==> src/rtl/axis_stream_arbiter.sv <==
`default_nettype none
// ============================================================================
// Module   : axis_stream_arbiter
// Brief    : N-to-1 AXI-Stream arbiter/mux, fixed or round-robin, optional
//            TLAST packet locking, registered 2-entry skid output stage.
// Revision : 1.0
// ============================================================================
module axis_stream_arbiter #(
    parameter int NUM_IN        = 4,
    parameter int IN_WIDTH      = 16,
    parameter int OUT_WIDTH     = 32,
    parameter int ROUND_ROBIN   = 1,
    parameter int LOCK_ON_TLAST = 1,
    parameter int SRC_W         = (NUM_IN > 1) ? $clog2(NUM_IN) : 1
) (
    input  logic                       ap_clk,
    input  logic                       ap_rst,
    input  logic [NUM_IN*IN_WIDTH-1:0] s_axis_tdata,
    input  logic [NUM_IN-1:0]          s_axis_tvalid,
    input  logic [NUM_IN-1:0]          s_axis_tlast,
    output logic [NUM_IN-1:0]          s_axis_tready,
    output logic [OUT_WIDTH-1:0]       m_axis_tdata,
    output logic                       m_axis_tlast,
    output logic [SRC_W-1:0]           m_axis_tid,
    output logic                       m_axis_tvalid,
    input  logic                       m_axis_tready
);

    typedef struct packed {
        logic [OUT_WIDTH-1:0] data;
        logic                 last;
        logic [SRC_W-1:0]     id;
    } beat_t;

    localparam logic [SRC_W-1:0] c_LAST_IDX = SRC_W'(NUM_IN - 1);

    // Arbitration state
    logic [SRC_W-1:0]  r_last_grant;
    logic              r_locked;
    logic [SRC_W-1:0]  r_lock_src;

    // Output stage state
    beat_t             r_main;
    logic              r_main_valid;
    beat_t             r_skid;
    logic              r_skid_empty;

    // Combinational arbitration results
    logic              w_found;
    logic [SRC_W-1:0]  w_sel;
    int                w_rr_idx;
    logic [NUM_IN-1:0] w_ready;
    logic              w_accept;
    logic              w_main_free;
    beat_t             w_beat;

    // Grant selection; the descending loops leave the best candidate last.
    always_comb begin
        w_found  = 1'b0;
        w_sel    = '0;
        w_rr_idx = 0;
        if (r_locked) begin
            w_found = 1'b1;
            w_sel   = r_lock_src;
        end else if (ROUND_ROBIN == 0) begin
            for (int i = NUM_IN - 1; i >= 0; i--) begin
                if (s_axis_tvalid[i]) begin
                    w_found = 1'b1;
                    w_sel   = SRC_W'(i);
                end
            end
        end else begin
            for (int k = NUM_IN; k >= 1; k--) begin
                w_rr_idx = (int'(r_last_grant) + k) % NUM_IN;
                if (s_axis_tvalid[w_rr_idx]) begin
                    w_found = 1'b1;
                    w_sel   = SRC_W'(w_rr_idx);
                end
            end
        end
    end

    // Ready depends only on registered skid state, never on m_axis_tready.
    always_comb begin
        w_ready = '0;
        for (int i = 0; i < NUM_IN; i++) begin
            w_ready[i] = w_found && (w_sel == SRC_W'(i)) && r_skid_empty && !ap_rst;
        end
    end

    assign w_accept    = |(s_axis_tvalid & w_ready);
    assign w_main_free = !r_main_valid || m_axis_tready;

    always_comb begin
        w_beat                     = '0;
        w_beat.data[IN_WIDTH-1:0]  = s_axis_tdata[int'(w_sel)*IN_WIDTH +: IN_WIDTH];
        w_beat.last                = s_axis_tlast[w_sel];
        w_beat.id                  = w_sel;
    end

    always_ff @(posedge ap_clk) begin
        if (ap_rst) begin
            r_last_grant <= c_LAST_IDX;
            r_locked     <= 1'b0;
            r_lock_src   <= '0;
        end else if (w_accept) begin
            if ((LOCK_ON_TLAST != 0) && !w_beat.last) begin
                r_locked   <= 1'b1;
                r_lock_src <= w_sel;
            end else begin
                r_locked     <= 1'b0;
                r_last_grant <= w_sel;
            end
        end
    end

    // A full skid blocks new accepts, so it only ever drains into main.
    always_ff @(posedge ap_clk) begin
        if (ap_rst) begin
            r_main       <= '0;
            r_main_valid <= 1'b0;
            r_skid       <= '0;
            r_skid_empty <= 1'b1;
        end else if (!r_skid_empty) begin
            if (m_axis_tready) begin
                r_main       <= r_skid;
                r_skid_empty <= 1'b1;
            end
        end else if (w_accept) begin
            if (w_main_free) begin
                r_main       <= w_beat;
                r_main_valid <= 1'b1;
            end else begin
                r_skid       <= w_beat;
                r_skid_empty <= 1'b0;
            end
        end else if (m_axis_tready) begin
            r_main_valid <= 1'b0;
        end
    end

    assign s_axis_tready = w_ready;
    assign m_axis_tdata  = r_main.data;
    assign m_axis_tlast  = r_main.last;
    assign m_axis_tid    = r_main.id;
    assign m_axis_tvalid = r_main_valid;

endmodule
`default_nettype wire
==> config.mk <==
export PLATFORM = sky130hd
export DESIGN_NAME = axis_stream_arbiter
export DESIGN_NICKNAME = d
export VERILOG_FILES = /design/src/rtl/axis_stream_arbiter.sv
export SDC_FILE = /design/constraint.sdc
export NUM_CORES = 1
export LEC_CHECK = 0
export ABC_CLOCK_PERIOD_IN_PS = 6100
export BUFFER_PORTS_ARGS = -buffer_cell sky130_fd_sc_hd__buf_2
export CAP_MARGIN = 20
export CORE_MARGIN = 1.5
export CORE_UTILIZATION = 37
export DETAILED_ROUTE_END_ITERATION = 16
export PLACE_DENSITY = 0.75
export SYNTH_ARGS = -nofsm -noshare
export SYNTH_HDL_FRONTEND = slang
export SYNTH_SLANG_ARGS = --single-unit
export TNS_END_PERCENT = 10
==> constraint.sdc <==
create_clock -name ap_clk -period 6.1 [get_ports ap_clk]
set_clock_uncertainty 0.2 [all_clocks]
set_input_delay 0.61 -clock ap_clk [delete_from_list [all_inputs] [get_ports ap_clk]]
set_output_delay 0.61 -clock ap_clk [all_outputs]
set_load 0.005 [all_outputs]
==> run metrics, run 1 <==
crit path max fanout 21; Post-synth EDFFs 0; Hold-fix buffers, CTS 0; top layer used by detailed routing met4; Die ar. 8200 sq um; Die X 90.6 microns; critical path class reg2reg; Fmax achieved 288 MHz; via count 2498; Via density 5.04; top cell type's share of synthesized area 31.8%; Hold Path Class reg2reg; wire per inst 13.6 microns; First-pass DRT Iterations 4; first-pass GRT wire length 10900 microns; Avg Inst Size Synth 9.00 sq um; #FFs+latches synth 45; # resized after CTS 0; slew of the pin with the lowest slew margin 1100 ps; CP max-delay cell and4_1; ratio of cells with drive above 1 in the final layout 29.2%; CP arrival 3430 ps; Max Slew Vio Count 0; gr usage total 16.1%; crit path time final 3470 ps; final setup vio count 0; Synth top cells by count 72 x mux2i_1, 56 x nor2_1, 45 x dfxtp_1; Yosys Warn Count 0; Distinct cells, synth 48; startpoint type of the worst setup path register; Placer Congestion 0.799; pre-CTS WS 2150 ps; postcts setup bufs 0; Synth area leaders dfxtp_1 32%, mux2i_1 25%, nor2_1 7.4%; Seq/Total Area, Yosys 31.8%; RSZ-0062 raised after global routing no; Synth area leader dfxtp_1; vias in the first global route 2349; Worst EP required 6060 ps; asr flop ratio synth 0%; Row Count 31; max-cap violation count 0; io pins 115; area of the core 7330 sq um; DRC Markers 0; Final nets 471; Hold Worst Slack 267 ps; Final ANT Viol Nets 0; status finished, final reports clean; FF-to-FF setup slack 2630 ps; fin worst setup slack 2630 ps; CTS tree built; Finished Layout Cells 496; final hold violation count 0; largest net degree at the start of global routing 49; crit end category register; Peak supply drop 0.206 mV; dominant synthesized flop cell dfxtp_1; Met1 Wirelength 2860 microns; most frequent cell after synthesis mux2i_1; Initial Util 38.7%; Die H 90.6 microns; placed cell count 487; I/O Buffers 98; Clk Tree Root Cell clkbuf_8; Setup TNS Final 0 ps; antenna diode count 0; Max-slew headroom 27.0%; Syn Inst Count 315; CTS Buffer Depth 2; Clk Latency, worst-skew pair 300 ps; CTS Sinks 45; gr ovfl total 0; Tcrit/Tclk final 56.8%; H-tree levels 2; CTS Buf Count 5; Worst-path clk slew 90 ps; Post-Syn Area 2840 sq um; DP Wirelength 5040 microns; initial antenna violation count 0; routed wl met3 268 microns; initial DRC count 141; Post-Route WL 6720 microns; Worst path max stage delay 940 ps; area grow syn2layout 20.4%; Pwr Density 465 nW/um^2; LEAKAGE 1.63 nW; met2 WL 3530 microns; worst path cell trace a21boi_0 > o221ai_1 > o211a_1 > buf_16 > a31o_1 > and4_1 > mux2i_1 > nor2_1
[metrics by stage]
| stage | area [sq um] | power [W] | util, % |
|---|---|---|---|
| 5_1_grt | 3420 | 0.00170 | 46.6 |
| 3_5_place_dp | 3250 | 0.00131 | 44.3 |
| 2_1_floorplan | 2890 | 0.00115 | - |
| 4_1_cts | 3390 | 0.00158 | 46.2 |
| 6_report | 3420 | 0.00159 | 46.6 |
| 3_3_place_gp | 3250 | 0.00129 | 44.3 |
[cells in the final DEF, fill, tap and decap left out, types with 2 or more instances in the layout]
cell	Yosys	routed
a211oi_1	9	9
a21o_1	2	2
a21oi_1	6	6
a31oi_1	2	2
buf_2	3	98
bufinv_16	0	2
clkbuf_8	0	5
conb_1	1	16
dfxtp_1	45	45
inv_1	9	9
mux2i_1	72	72
nand2_1	7	7
nand2b_1	9	9
nand3_1	4	4
nor2_1	56	56
nor2b_1	9	9
o211ai_1	3	3
o221a_1	10	10
o221a_2	4	4
[report_power, final]
part / switching, W / total [W] / internal, W / leakage (nW)
Clock: 0.000107 / 0.000272 / 0.000165 / 0.0687
Sequential: 0.0000573 / 0.000434 / 0.000377 / 0.368
Combinational: 0.000474 / 0.000883 / 0.000409 / 1.19
[final cells by class]
type                    instances  area [sq um]
clock buffers                   5          68.8
multi-input cells             235          1690
fillers                       727          3920
inverters                       9          33.8
flip-flops and latches         45           901
repair buffers                100           526
clock inverters                 3          68.8
well taps                      99           124
[final timing paths]
check	from	end	depth (start not counted)
setup reg to reg	r_last_grant[1]$_SDFFE_PP1P_	r_skid[4]$_SDFFE_PP0P_	8
hold reg to reg	m_axis_tdata[2]$_SDFFE_PP0P_	m_axis_tdata[2]$_SDFFE_PP0P_	2
setup / recovery	r_last_grant[1]$_SDFFE_PP1P_	r_skid[4]$_SDFFE_PP0P_	8
hold / removal	m_axis_tdata[2]$_SDFFE_PP0P_	m_axis_tdata[2]$_SDFFE_PP0P_	2
[routing by layer]
| metal | vias up | track usage [%] |
|---|---|---|
| li1 | 1250 | - |
| met1 | 1170 | 19.5 |
| met2 | 72 | 28.8 |
| met3 | 6 | 2.69 |
| met4 | 0 | 4.89 |
| met5 | - | 0 |
[sequential cells by signal (all words and copies together) (netlist names)]
signal	flops
r_skid	19
m_axis_tdata	16
m_axis_tid	2
r_lock_src	2
m_axis_tvalid	1
r_skid_empty	1
m_axis_tlast	1
r_locked	1
r_last_grant	2
[critical path, delay by kind of cell (launching register included)]
kind | cells | cell delay [ps]
buf+inv | 1 | 220
simple gates | 2 | 1000
compound gates | 4 | 1110
flops | 1 | 490
mux | 1 | 300
[cell families (layout without fill, tap and decap cells)]
kind of cell / after synthesis / in the layout / synth area share (%)
AOI/OAI and AO/OA: 53 / 53 / 16.0
other: 1 / 16 / 0.132
DFF: 45 / 45 / 31.8
and+or+nand+nor: 93 / 93 / 15.4
buffers and inverters: 50 / 117 / 10.9
muxes: 73 / 73 / 25.9
Note: power is estimated with default switching activity, not from simulation.
==> inputs of run 2 (changes only) <==
--- a/config.mk
+++ b/config.mk
@@ -5,7 +5,7 @@
 export SDC_FILE = /design/constraint.sdc
 export NUM_CORES = 1
 export LEC_CHECK = 0
-export ABC_CLOCK_PERIOD_IN_PS = 6100
+export ABC_CLOCK_PERIOD_IN_PS = 3500
 export BUFFER_PORTS_ARGS = -buffer_cell sky130_fd_sc_hd__buf_2
 export CAP_MARGIN = 20
 export CORE_MARGIN = 1.5
==> constraint.sdc (replaced) <==
create_clock -name ap_clk -period 3.5 [get_ports ap_clk]
set_clock_uncertainty 0.2 [all_clocks]
set_input_delay 0.35 -clock ap_clk [delete_from_list [all_inputs] [get_ports ap_clk]]
set_output_delay 0.35 -clock ap_clk [all_outputs]
set_load 0.005 [all_outputs]
==> run metrics, run 2 (same netlist as run 1, synthesis figures left out) <==
status finished, final reports clean (unchanged); area grow syn2layout 19.1% (was 20.4%); Hold Path Class in2reg (was reg2reg); postcts setup bufs 0 (unchanged); Sequential Area 901 sq um (unchanged); vias in the first global route 2374 (was 2349); placed cell count 492 (was 487); Switch Pwr 0.00109 W (was 0.000638 W); Fmax achieved 344 MHz; CTS Buffer Depth 2 (unchanged); Peak supply drop 0.408 mV (was 0.206 mV); Tcrit/Tclk final 83.2%; DRC Markers 0 (unchanged); # resized after CTS 0 (unchanged); Most flops, register r_skid (unchanged); Final nets 475 (was 471); Final ANT Viol Nets 0 (unchanged); slew of the pin with the lowest slew margin 776 ps (was 1100 ps); final setup vio count 0 (unchanged); crit path max fanout 37 (was 21); wire per inst 13.5 microns (was 13.6 microns); max reg flops 19 (unchanged); area of the core 7330 sq um (unchanged); Row Count 31 (unchanged); Placer Congestion 0.866 (was 0.799); startpoint type of the worst setup path register (unchanged); final hold violation count 0 (unchanged); CP arrival 2360 ps (was 3430 ps); I/O Buffers 98 (unchanged); Worst EP required 2950 ps (was 6060 ps); critical path class reg2out (was reg2reg); Clk Latency, worst-skew pair 300 ps (about the same); commonest non-fill, non-tap cells in the layout 98 x buf_2, 72 x mux2i_1, 56 x nor2_1, 45 x dfxtp_1, 16 x conb_1 (unchanged); LEAKAGE 1.62 nW (was 1.63 nW); CTS Buf Count 5 (unchanged); First-pass DRT Iterations 4 (unchanged); logic gate share of total power 58.3% (was 55.6%); CTS Sinks 45 (unchanged); Die H 90.6 microns (unchanged); Finished Layout Cells 500 (was 496); Via density 5.08 (was 5.04); Clk Tree Root Cell clkbuf_8 (unchanged); Max Slew Vio Count 0 (unchanged); H-tree levels 2 (unchanged); crit end category output pin (was register); via count 2542 (was 2498); RSZ-0062 raised after global routing no (unchanged); Setup TNS Final 0 ps (unchanged); largest net degree at the start of global routing 48 (was 49); initial DRC count 142 (was 141); Multi-input gate area 1690 sq um (unchanged); gr usage total 16.3% (was 16.1%); most common cell after layout, fill and taps aside buf_2 (unchanged); Worst-path clk slew 90 ps (about the same); DP Wirelength 5080 microns (was 5040 microns); ratio of cells with drive above 1 in the final layout 29.9% (was 29.2%); Filler cells 716 (was 727); antenna diode count 0 (unchanged); Die ar. 8200 sq um (unchanged); Die X 90.6 microns (unchanged); switch share 42.2% (was 40.2%); Internal Dissipation 0.00150 W (was 0.000951 W); Max-slew headroom 48.0% (was 27.0%); crit path time final 2910 ps; Hold-fix buffers, CTS 0 (unchanged); first-pass GRT wire length 11100 microns (was 10900 microns); FF-to-FF setup slack 730 ps (was 2630 ps); Initial Util 38.7% (unchanged); CTS tree built (unchanged); initial antenna violation count 0 (unchanged); max-cap violation count 0 (unchanged); io pins 115 (unchanged); Sequential Power Share 29.1% (was 27.3%); Pwr Density 767 nW/um^2 (was 465 nW/um^2); gr ovfl total 0 (unchanged); Post-Route WL 6730 microns (was 6720 microns); Clock power frac 12.6% (was 17.1%)
[run 2: cell count changes in the layout (fill, tap and decap cells not counted)]
cell	previous run	this run
buf_4	1	6
bufinv_16	2	0
clkinv_4	0	2
buf_16	1	0
clkinv_2	0	1
inv_6	1	0
[run 2: worst max-delay path, cell delays in order (launching register included)]
cell and delay [ps]:
dfxtp_1 480, nand2b_1 170, a21oi_1 110, o32ai_4 220
buf_4 540, inv_1 190, nand3_1 150, nor2_1 50
buf_2 140
[run 2: area by class of cell]
class / count / share of cell area [%]
clock buffer: 5 / 2.04
sequential: 45 / 26.7
timing repair buffer: 104 / 15.8
clock inverter: 3 / 0.666
multi-input combinational: 235 / 50.1
tap: 99 / 3.67
inverter: 9 / 1.00
[run 2: worst paths after layout]
| kind | start | to | cells after the start |
|---|---|---|---|
| setup / recovery | r_last_grant[1]$_SDFFE_PP1P_ | s_axis_tready[0] | 8 |
| hold / removal | m_axis_tready | r_skid_empty$_SDFF_PP1_ | 3 |
| hold reg to reg | m_axis_tlast$_SDFFE_PP0P_ | m_axis_tlast$_SDFFE_PP0P_ | 2 |
| setup reg to reg | r_last_grant[1]$_SDFFE_PP1P_ | m_axis_tdata[14]$_SDFFE_PP0P_ | 7 |
[run 2: metal layers]
layer / part of all wire (%) / track usage (%) / vias up
li1: - / - / 1256
met1: 45 / 20.2 / 1211
met2: 51 / 28.6 / 67
met3: 3.3 / 2.78 / 8
met4: 1.3 / 5.03 / 0
met5: 0 / 0 / -
[run 2: power groups by stage]
| stage | clock network [W] | registers (W) | logic, W |
|---|---|---|---|
| floorplan | 0 | 0.000745 | 0.00125 |
| global placement | 0 | 0.000767 | 0.00148 |
| detailed placement | 0 | 0.000762 | 0.00152 |
| CTS | 0.000337 | 0.000754 | 0.00153 |
| global route | 0.000359 | 0.000778 | 0.00165 |
| finish | 0.000326 | 0.000755 | 0.00151 |
[run 2: through the flow]
step / utilization (%) / total power (W) / cell area, sq um / hold slack [ps] / worst slack, ps
floorplan: - / 0.00200 / 2890 / 250 / 1110
global placement: 44.9 / 0.00225 / 3290 / 244 / 670
detailed placement: 44.9 / 0.00228 / 3290 / 250 / 570
CTS: 46.1 / 0.00262 / 3380 / 187 / 586
global route: 46.1 / 0.00279 / 3380 / 215 / 402
finish: 46.1 / 0.00259 / 3380 / 191 / 590
==> inputs of run 3 (changes only) <==
--- a/config.mk
+++ b/config.mk
@@ -5,13 +5,13 @@
 export SDC_FILE = /design/constraint.sdc
 export NUM_CORES = 1
 export LEC_CHECK = 0
-export ABC_CLOCK_PERIOD_IN_PS = 3500
+export ABC_CLOCK_PERIOD_IN_PS = 2500
 export BUFFER_PORTS_ARGS = -buffer_cell sky130_fd_sc_hd__buf_2
 export CAP_MARGIN = 20
 export CORE_MARGIN = 1.5
 export CORE_UTILIZATION = 37
 export DETAILED_ROUTE_END_ITERATION = 16
-export PLACE_DENSITY = 0.75
+export PLACE_DENSITY = 0.77
 export SYNTH_ARGS = -nofsm -noshare
 export SYNTH_HDL_FRONTEND = slang
 export SYNTH_SLANG_ARGS = --single-unit
==> constraint.sdc (replaced) <==
create_clock -name ap_clk -period 2.5 [get_ports ap_clk]
set_clock_uncertainty 0.2 [all_clocks]
set_input_delay 0.25 -clock ap_clk [delete_from_list [all_inputs] [get_ports ap_clk]]
set_output_delay 0.25 -clock ap_clk [all_outputs]
set_load 0.005 [all_outputs]
==> run metrics, run 3 (same netlist as run 1, synthesis figures left out) <==
Hold Path Class in2reg (unchanged); CTS Buffer Depth 2 (unchanged); r2r worst-path depth 8 (was 7); First-pass DRT Iterations 5 (was 4); area of the core 7330 sq um (unchanged); reg2reg end r_skid[5]$_SDFFE_PP0P_ (was m_axis_tdata[14]$_SDFFE_PP0P_); Row Count 31 (unchanged); Pwr Density 1150 nW/um^2 (was 767 nW/um^2); Die H 90.6 microns (unchanged); Final ANT Viol Nets 0 (unchanged); initial antenna violation count 0 (unchanged); antenna diode count 0 (unchanged); max reg flops 19 (unchanged); initial DRC count 104 (was 142); max-cap violation count 0 (unchanged); CTS Sinks 45 (unchanged); I/O Buffers 98 (unchanged); Fmax achieved 416 MHz; top layer used by detailed routing met4 (unchanged); Clk Latency, worst-skew pair 290 ps (was 300 ps); Initial Util 38.7% (unchanged); status finished, final reports clean (unchanged); Tcrit/Tclk final 96.1%; Peak supply drop 0.493 mV (was 0.408 mV); Die X 90.6 microns (unchanged); RSZ-0062 raised after global routing no (unchanged); crit end category register (was output pin); Clk Tree Root Cell clkbuf_8 (unchanged); pre-CTS WS -60.7 ps (was 570 ps); R2R Path Start r_last_grant[1]$_SDFFE_PP1P_ (unchanged); via count 2608 (was 2542); wire per inst 13.7 microns (was 13.5 microns); area grow syn2layout 25.7% (was 19.1%); vias in the first global route 2361 (was 2374); crit path time final 2400 ps; gr ovfl total 0 (unchanged); fin worst setup slack 97.8 ps (was 590 ps); Most flops, register r_skid (unchanged); first-pass GRT wire length 10900 microns (was 11100 microns); io pins 115 (unchanged); Max-slew headroom 61.8% (was 48.0%); Placer Congestion 0.852 (was 0.866); startpoint type of the worst setup path register (unchanged); Hold Worst Slack 91.5 ps (was 191 ps); CTS tree built (unchanged); Die ar. 8200 sq um (unchanged); crit path max fanout 9 (was 37); slew of the pin with the lowest slew margin 572 ps (was 776 ps); H-tree levels 2 (unchanged); Worst EP required 2470 ps (was 2950 ps); gr usage total 16.0% (was 16.3%); final hold violation count 0 (unchanged); ratio of cells with drive above 1 in the final layout 33.4% (was 29.9%); CP startpoint r_last_grant[1]$_SDFFE_PP1P_ (unchanged); CP arrival 2370 ps (was 2360 ps); routed wl met3 328 microns (was 222 microns); Met1 Wirelength 3130 microns (was 3020 microns); Setup crit end r_skid[5]$_SDFFE_PP0P_ (was s_axis_tready[0]); LEAKAGE 1.70 nW (was 1.62 nW); most common cell after layout, fill and taps aside buf_2 (unchanged); largest net degree at the start of global routing 48 (unchanged); CTS Buf Count 5 (unchanged); Final nets 487 (was 475); FF-to-FF setup slack 100 ps (was 730 ps); critical path class reg2reg (was reg2out); commonest non-fill, non-tap cells in the layout 98 x buf_2, 70 x mux2i_1, 56 x nor2_1, 42 x dfxtp_1, 16 x conb_1 (was 98 x buf_2, 72 x mux2i_1, 56 x nor2_1, 45 x dfxtp_1, 16 x conb_1); Max Slew Vio Count 0 (unchanged); DP Wirelength 5210 microns (was 5080 microns); Worst-path clk slew 90 ps (about the same); final setup vio count 0 (unchanged); Post-Route WL 6990 microns (was 6730 microns); Filler cells 719 (was 716); met2 WL 3410 microns (was 3400 microns); DRC Markers 0 (unchanged); Via density 5.09 (was 5.08)
==> run 3: stage by stage <==
step	util, %	cell area [sq um]	std cells	power (W)	setup TNS (ps)
2_1_floorplan	-	2890	330	0.00280	0
3_3_place_gp	46.2	3390	502	0.00331	0
3_5_place_dp	46.2	3390	502	0.00337	-259
4_1_cts	47.8	3500	510	0.00393	0
5_1_grt	48.6	3570	512	0.00434	0
6_report	48.6	3570	512	0.00409	0
==> run 3: how the worst min path moves through the flow <==
stage / slack, ps / depth (start not counted) / end / start
3_3_place_gp: 250 / 2 / m_axis_tdata[5]$_SDFFE_PP0P_ / m_axis_tdata[5]$_SDFFE_PP0P_
2_1_floorplan: 200 / 2 / r_skid_empty$_SDFF_PP1_ / m_axis_tready
4_1_cts: 90 / 3 / r_skid_empty$_SDFF_PP1_ / m_axis_tready
5_1_grt: 110 / 3 / m_axis_tid[1]$_SDFFE_PP0P_ / m_axis_tready
6_report: 90 / 3 / m_axis_tid[1]$_SDFFE_PP0P_ / m_axis_tready
3_5_place_dp: 250 / 2 / m_axis_tdata[2]$_SDFFE_PP0P_ / m_axis_tdata[2]$_SDFFE_PP0P_
==> run 3: worst max-delay path, stage by stage (launching register included) <==
cell and delay [ps]:
dfxtp_2 370, nand2b_1 170, a32oi_1 280, o211a_1 290, a31o_1 160, and4_1 310, buf_4 230, mux2i_1 220
nor2_1 50
==> run 3: report_power, final <==
group / internal, W / switching [W] / total (W)
Combinational: 0.00122 / 0.00125 / 0.00247
Sequential: 0.000925 / 0.000144 / 0.00107
Clock: 0.000300 / 0.000246 / 0.000546
==> run 3: what timing repair did <==
action                     4_1_cts  5_1_grt
resized for setup                2        7
setup endpoints to repair       16       42
setup buffers                    0        1
hold buffers                     0        0
pin swaps                        0        1
cloned                           0        1
==> run 3: layout make-up <==
class / instances / area (sq um) / area share (%)
multi-input cells: 235 / 1720 / 48.4
flip-flops and latches: 45 / 905 / 25.4
repair buffers: 116 / 668 / 18.7
well taps: 99 / 124 / 3.47
clock buffers: 6 / 72.6 / 2.04
clock inverters: 2 / 38.8 / 1.09
inverters: 9 / 33.8 / 0.947
==> run 3: metal layers <==
| layer | global-route usage [%] | vias to the layer above |
|---|---|---|
| met1 | 19.5 | 1224 |
| met3 | 2.53 | 10 |
| met5 | 0 | - |
| met4 | 5.56 | 0 |
| li1 | - | 1282 |
| met2 | 28.3 | 92 |
